<file path="src/rtl/uart_rx.sv">
// -----------------------------------------------------------------------------
// uart_rx -- 8N1 UART receiver, companion of the UART transmit module.
//
// The asynchronous line is brought into the clock domain through a two-flop
// synchronizer. The start bit is confirmed at its centre, and each data bit
// and the stop bit are then sampled one full bit period apart, so every
// sample lands near the middle of its bit.
//
// Parameters:
//   CLKS_PER_BIT  system clocks per bit period (8..65535); must match the
//                 transmitter so the two can be looped back on-chip.
//
// Ports:
//   i_Clock     system clock, rising edge
//   i_Reset     synchronous active-high reset, also aborts a frame in flight
//   i_UART      asynchronous serial line, idle high
//   o_Data      last correctly framed byte (LSB arrives first)
//   o_Valid     one-cycle pulse when o_Data is updated
//   o_FrameErr  one-cycle pulse when the stop bit samples low
//   o_Busy      high whenever the receiver is not idle
// -----------------------------------------------------------------------------
module uart_rx #(
    parameter int CLKS_PER_BIT = 104
) (
    input  logic       i_Clock,
    input  logic       i_Reset,
    input  logic       i_UART,
    output logic [7:0] o_Data,
    output logic       o_Valid,
    output logic       o_FrameErr,
    output logic       o_Busy
);

    localparam int CNT_W = $clog2(CLKS_PER_BIT);
    localparam int H     = (CLKS_PER_BIT - 1) / 2;

    localparam logic [CNT_W-1:0] CNT_HALF = CNT_W'(H);
    localparam logic [CNT_W-1:0] CNT_LAST = CNT_W'(CLKS_PER_BIT - 1);
    localparam logic [CNT_W-1:0] CNT_ZERO = {CNT_W{1'b0}};
    localparam logic [CNT_W-1:0] CNT_ONE  = CNT_W'(1);

    typedef enum logic [2:0] {
        ST_IDLE  = 3'd0,
        ST_START = 3'd1,
        ST_DATA  = 3'd2,
        ST_STOP  = 3'd3,
        ST_BREAK = 3'd4
    } state_t;

    logic             sync_r;
    logic             rx_s;
    state_t           state_r;
    state_t           state_nxt_s;
    logic [CNT_W-1:0] clk_cnt_r;
    logic [CNT_W-1:0] clk_cnt_nxt_s;
    logic [2:0]       bit_idx_r;
    logic [2:0]       bit_idx_nxt_s;
    logic [7:0]       shift_r;
    logic [7:0]       shift_nxt_s;
    logic [7:0]       data_nxt_s;
    logic             valid_nxt_s;
    logic             ferr_nxt_s;

    // Next-state and next-output logic of the receive FSM.
    always_comb begin
        state_nxt_s   = state_r;
        clk_cnt_nxt_s = clk_cnt_r;
        bit_idx_nxt_s = bit_idx_r;
        shift_nxt_s   = shift_r;
        data_nxt_s    = o_Data;
        valid_nxt_s   = 1'b0;
        ferr_nxt_s    = 1'b0;

        case (state_r)
            ST_IDLE: begin
                bit_idx_nxt_s = 3'd0;
                if (rx_s == 1'b0) begin
                    // The cycle that first sees the low line is already the
                    // first cycle of the start bit, so START begins at one.
                    state_nxt_s   = ST_START;
                    clk_cnt_nxt_s = CNT_ONE;
                end else begin
                    state_nxt_s   = ST_IDLE;
                    clk_cnt_nxt_s = CNT_ZERO;
                end
            end

            ST_START: begin
                if (clk_cnt_r == CNT_HALF) begin
                    clk_cnt_nxt_s = CNT_ZERO;
                    bit_idx_nxt_s = 3'd0;
                    // A line that is high again at mid start bit was a glitch.
                    if (rx_s == 1'b0) begin
                        state_nxt_s = ST_DATA;
                    end else begin
                        state_nxt_s = ST_IDLE;
                    end
                end else begin
                    clk_cnt_nxt_s = clk_cnt_r + CNT_ONE;
                end
            end

            ST_DATA: begin
                if (clk_cnt_r == CNT_LAST) begin
                    clk_cnt_nxt_s          = CNT_ZERO;
                    shift_nxt_s[bit_idx_r] = rx_s;
                    if (bit_idx_r == 3'd7) begin
                        state_nxt_s = ST_STOP;
                    end else begin
                        bit_idx_nxt_s = bit_idx_r + 3'd1;
                    end
                end else begin
                    clk_cnt_nxt_s = clk_cnt_r + CNT_ONE;
                end
            end

            ST_STOP: begin
                if (clk_cnt_r == CNT_LAST) begin
                    clk_cnt_nxt_s = CNT_ZERO;
                    // Returning to IDLE at mid stop bit leaves half a bit to
                    // catch a start bit that follows with no idle gap.
                    if (rx_s == 1'b1) begin
                        data_nxt_s  = shift_r;
                        valid_nxt_s = 1'b1;
                        state_nxt_s = ST_IDLE;
                    end else begin
                        ferr_nxt_s  = 1'b1;
                        state_nxt_s = ST_BREAK;
                    end
                end else begin
                    clk_cnt_nxt_s = clk_cnt_r + CNT_ONE;
                end
            end

            ST_BREAK: begin
                // Hold off until the line recovers so a long low never
                // looks like a fresh start bit.
                clk_cnt_nxt_s = CNT_ZERO;
                if (rx_s == 1'b1) begin
                    state_nxt_s = ST_IDLE;
                end else begin
                    state_nxt_s = ST_BREAK;
                end
            end

            default: begin
                state_nxt_s   = ST_IDLE;
                clk_cnt_nxt_s = CNT_ZERO;
                bit_idx_nxt_s = 3'd0;
            end
        endcase
    end

    // Synchronizer, FSM state, counters and registered outputs.
    always_ff @(posedge i_Clock) begin
        if (i_Reset) begin
            sync_r     <= 1'b1;
            rx_s       <= 1'b1;
            state_r    <= ST_IDLE;
            clk_cnt_r  <= CNT_ZERO;
            bit_idx_r  <= 3'd0;
            shift_r    <= 8'h00;
            o_Data     <= 8'h00;
            o_Valid    <= 1'b0;
            o_FrameErr <= 1'b0;
            o_Busy     <= 1'b0;
        end else begin
            sync_r     <= i_UART;
            rx_s       <= sync_r;
            state_r    <= state_nxt_s;
            clk_cnt_r  <= clk_cnt_nxt_s;
            bit_idx_r  <= bit_idx_nxt_s;
            shift_r    <= shift_nxt_s;
            o_Data     <= data_nxt_s;
            o_Valid    <= valid_nxt_s;
            o_FrameErr <= ferr_nxt_s;
            o_Busy     <= (state_nxt_s != ST_IDLE);
        end
    end

endmodule
</file>
<file path="config.mk">
export PLATFORM = sky130hd
export DESIGN_NAME = uart_rx
export DESIGN_NICKNAME = d
export VERILOG_FILES = /design/src/rtl/uart_rx.sv
export SDC_FILE = /design/constraint.sdc
export NUM_CORES = 1
export LEC_CHECK = 0
export ABC_AREA = 1
export CORE_ASPECT_RATIO = 1.4
export CORE_MARGIN = 10
export CORE_UTILIZATION = 30
export DETAILED_ROUTE_END_ITERATION = 8
export GPL_ROUTABILITY_DRIVEN = 0
export SYNTH_ARGS = -nofsm -noshare
export SYNTH_HDL_FRONTEND = slang
export SYNTH_SLANG_ARGS = --single-unit
export TNS_END_PERCENT = 50
</file>
<file path="constraint.sdc">
create_clock -name i_Clock -period 1.8 [get_ports i_Clock]
set_clock_uncertainty 0.15 [all_clocks]
set_input_delay 0.54 -clock i_Clock [delete_from_list [all_inputs] [get_ports i_Clock]]
set_output_delay 0.54 -clock i_Clock [all_outputs]
set_load 0.01 [all_outputs]
</file>
==> results.toml <==
[cells_and_area]
num_antenna_cells = 0
final_cell_mix = "44 x nor2_1, 41 x nand2_1, 34 x dfxtp_1"
stdcell_count = 302
layout_commonest_cell = "nor2_1"
fillers = 586
layout-drive-gt1-share_pct = 13.6
area_growth_syn_to_layout_pct = 19.9
design_area_um2 = 1880
nets = 241

[detailed_routing]
dr.pass1.iters = 4
wl_um = 2980
postRouteAntennaNets = 0
vias = 1310
via_per_inst = 4.34
drtIter0Drc = 53
drcViolationCount = 0
post_drt_wl_per_cell_um = 9.88

[yosys]
syn_nets = 220
syn_inst = 214
synth_area_um2 = 1570
synth_seq_cells = 34
synth-compound-area-share_pct = 6.29
synth_top_family_by_area = "simple AND/OR/NAND/NOR gates"
synthXorXnorAreaFrac_pct = 2.23
synth_area_per_cell_um2 = 7.34
ys_seq_area_share_pct = 43.3
synth_mux_area_share_pct = 0
synth_warnings = 0
netlist-cell-type-count = 29
yosys.area_share.adder_pct = 2.39
yosys.area_share.simple_pct = 37.3

[clocking]
cts_tree = "done"
htreeDepth = 2
post_cts_resized = 11
root_buffer = "clkbuf_8"
clock-sinks = 34
postCtsSetupBuffers = 0
clkTransAtPathRegs_ps = 70
cts-buffers-inserted = 5
clk_path_buf_depth = 2
hold_buffers = 0
clock_latency_ps = 280

[hold_path]
min_from = "sync_r"
holdPathEnd = "rx_s"
hold_class = "flip-flop to flip-flop"
whs_path_depth = 1

[die]
rows = 31
io_pins = 14
die_h_um = 106
die_x_um = 81.2
die-area_um2 = 8570
core_um2 = 5120
initial_core_util_pct = 30.7

[timing]
max_freq_ghz = 0.615
tightest_slew_ps = 256
layout_min_cycle_time_ps = 1630
hold_violations = 0
setup_viol = 0
period_share_pct = 90.4
rsz0062_at_grt = "false"
relSlewSlack_pct = 82.9
drv_slew = 0

[global_routing]
grt_max_degree = 17
grtUsageTotal_pct = 7.41
grt_pass1_wl_um = 5220
grt_overflow = 0
grt_pass1_vias = 1281
grt_antenna_before_repair = 0

[critical_path]
crit_chain = "ha_1 > nand2_2 > nor2_4 > nand2_4 > nand2_2 > nand2_1 > nand2_1 > o22ai_1"
cp_slowest_cell = "dfxtp_1"
reg2reg_depth = 8
critPathMaxStageDelay_ps = 350
r2r-start = "clk_cnt_r[0]"
cp_data_required_time_ps = 1810
r2r_end = "clk_cnt_r[0]"
start_kind = "flip-flop"
path_max_fanout = 6
crit_arrival_ps = 1640
critPathCaptureType = "flip-flop"
rrSetupSlack_ps = 170
path_class = "flip-flop to flip-flop"

[power_and_ir_drop]
p_leak_nw = 0.841
p_per_area_nw_per_um2 = 747
vdd_ir_drop_max_uv = 371

[placement]
dp_cells = 294
io_buffers = 13
place_area_um2 = 1790
dp_hpwl_um = 2320

[run]
cap_violations = 0

[run_status]
status = "finished clean"
## per-layer routing
metal  share of wire (%)  GRT usage [%]
met5                   0              0
met1                  41           7.04
met4                 1.7           3.23
met2                  52           13.6
met3                 5.6           2.72
## flip-flops by register name (all words and copies together) (netlist names)
signal      flops
clk_cnt_r       7
shift_r         8
o_Busy          1
o_Valid         1
o_FrameErr      1
sync_r          1
o_Data          8
state_r         3
rx_s            1
bit_idx_r       3
## Yosys cell counts
master / count / area (µm²)
nor2_1: 44 / 165
nand2_1: 42 / 158
dfxtp_1: 34 / 681
inv_1: 21 / 78.8
nand3_1: 19 / 95.1
o21ai_1: 9 / 45.0
a21oi_1: 8 / 40.0
ha_1: 3 / 37.5
nand2_2: 3 / 18.8
nor3_1: 3 / 15.0
xor2_1: 3 / 26.3
clkbuf_1: 2 / 7.51
inv_2: 2 / 7.51
nand3_2: 2 / 20.0
nand4_1: 2 / 12.5
nor2_2: 2 / 12.5
nor2_4: 2 / 22.5
or2_2: 2 / 12.5
a211oi_1: 1 / 7.51
and2_1: 1 / 6.26
buf_4: 1 / 7.51
buf_6: 1 / 11.3
buf_8: 1 / 15.0
clkinv_2: 1 / 5.00
nand2_4: 1 / 11.3
nand3_4: 1 / 17.5
nor2_8: 1 / 20.0
o22ai_1: 1 / 6.26
xnor2_1: 1 / 8.76
## stage by stage
stage | hold slack (ps) | utilization [%] | power (W) | setup WS [ps] | TNS, ps
floorplan | 239 | - | 0.000829 | 310 | 0
global placement | 250 | 34.9 | 0.000853 | -33.9 | -35.9
detailed placement | 253 | 34.9 | 0.000854 | -52.7 | -86.0
CTS | 257 | 36.5 | 0.00144 | 114 | 0
global route | 288 | 36.8 | 0.00148 | 22.1 | 0
finish | 254 | 36.8 | 0.00141 | 173 | 0
## worst max-delay path, delay by kind of cell, from the launching register on
family	cells	cell delay, ps
simple gates	6	670
fa+ha+maj	1	240
flops	1	350
compound gates	1	100
## worst max-delay path by stage
stage	start	endpoint	slack [ps]
after global routing	clk_cnt_r[0]	o_Busy	20
after floorplan	clk_cnt_r[0]	shift_r[0]	310
final	clk_cnt_r[0]	clk_cnt_r[0]	170
after global placement	i_Reset	clk_cnt_r[0]	-30
after detailed placement	i_Reset	clk_cnt_r[0]	-50
after CTS	clk_cnt_r[0]	o_Data[4]	110
## power by group
part	total, W	leakage [nW]	internal, W	switching, W
Combinational	0.0000677	0.519	0.0000284	0.0000394
Clock	0.000573	0.0472	0.000307	0.000266
Sequential	0.000768	0.275	0.000760	0.00000751
Total	0.00141	0.841	0.00110	0.000313
## cells by family (layout without fill, tap and decap cells)
group                      Yosys count  in the layout
AOI/OAI and AO/OA                   19             19
xor gates and xnor gates             4              4
adders and majority gates            3              3
buffers and inverters               29             51
DFF                                 34             34
and+or+nand+nor                    125            125
## cell type report
type	instances	area, µm²	share of cell area, %
Sequential cell	34	681	36.1
Multi-Input combinational cell	151	773	41.0
Clock inverter	2	12.5	0.664
Timing Repair Buffer	19	161	8.57
Clock buffer	6	82.6	4.38
Tap cell	66	82.6	4.38
Inverter	24	91.3	4.85
Note: power is estimated with default switching activity, not from simulation.
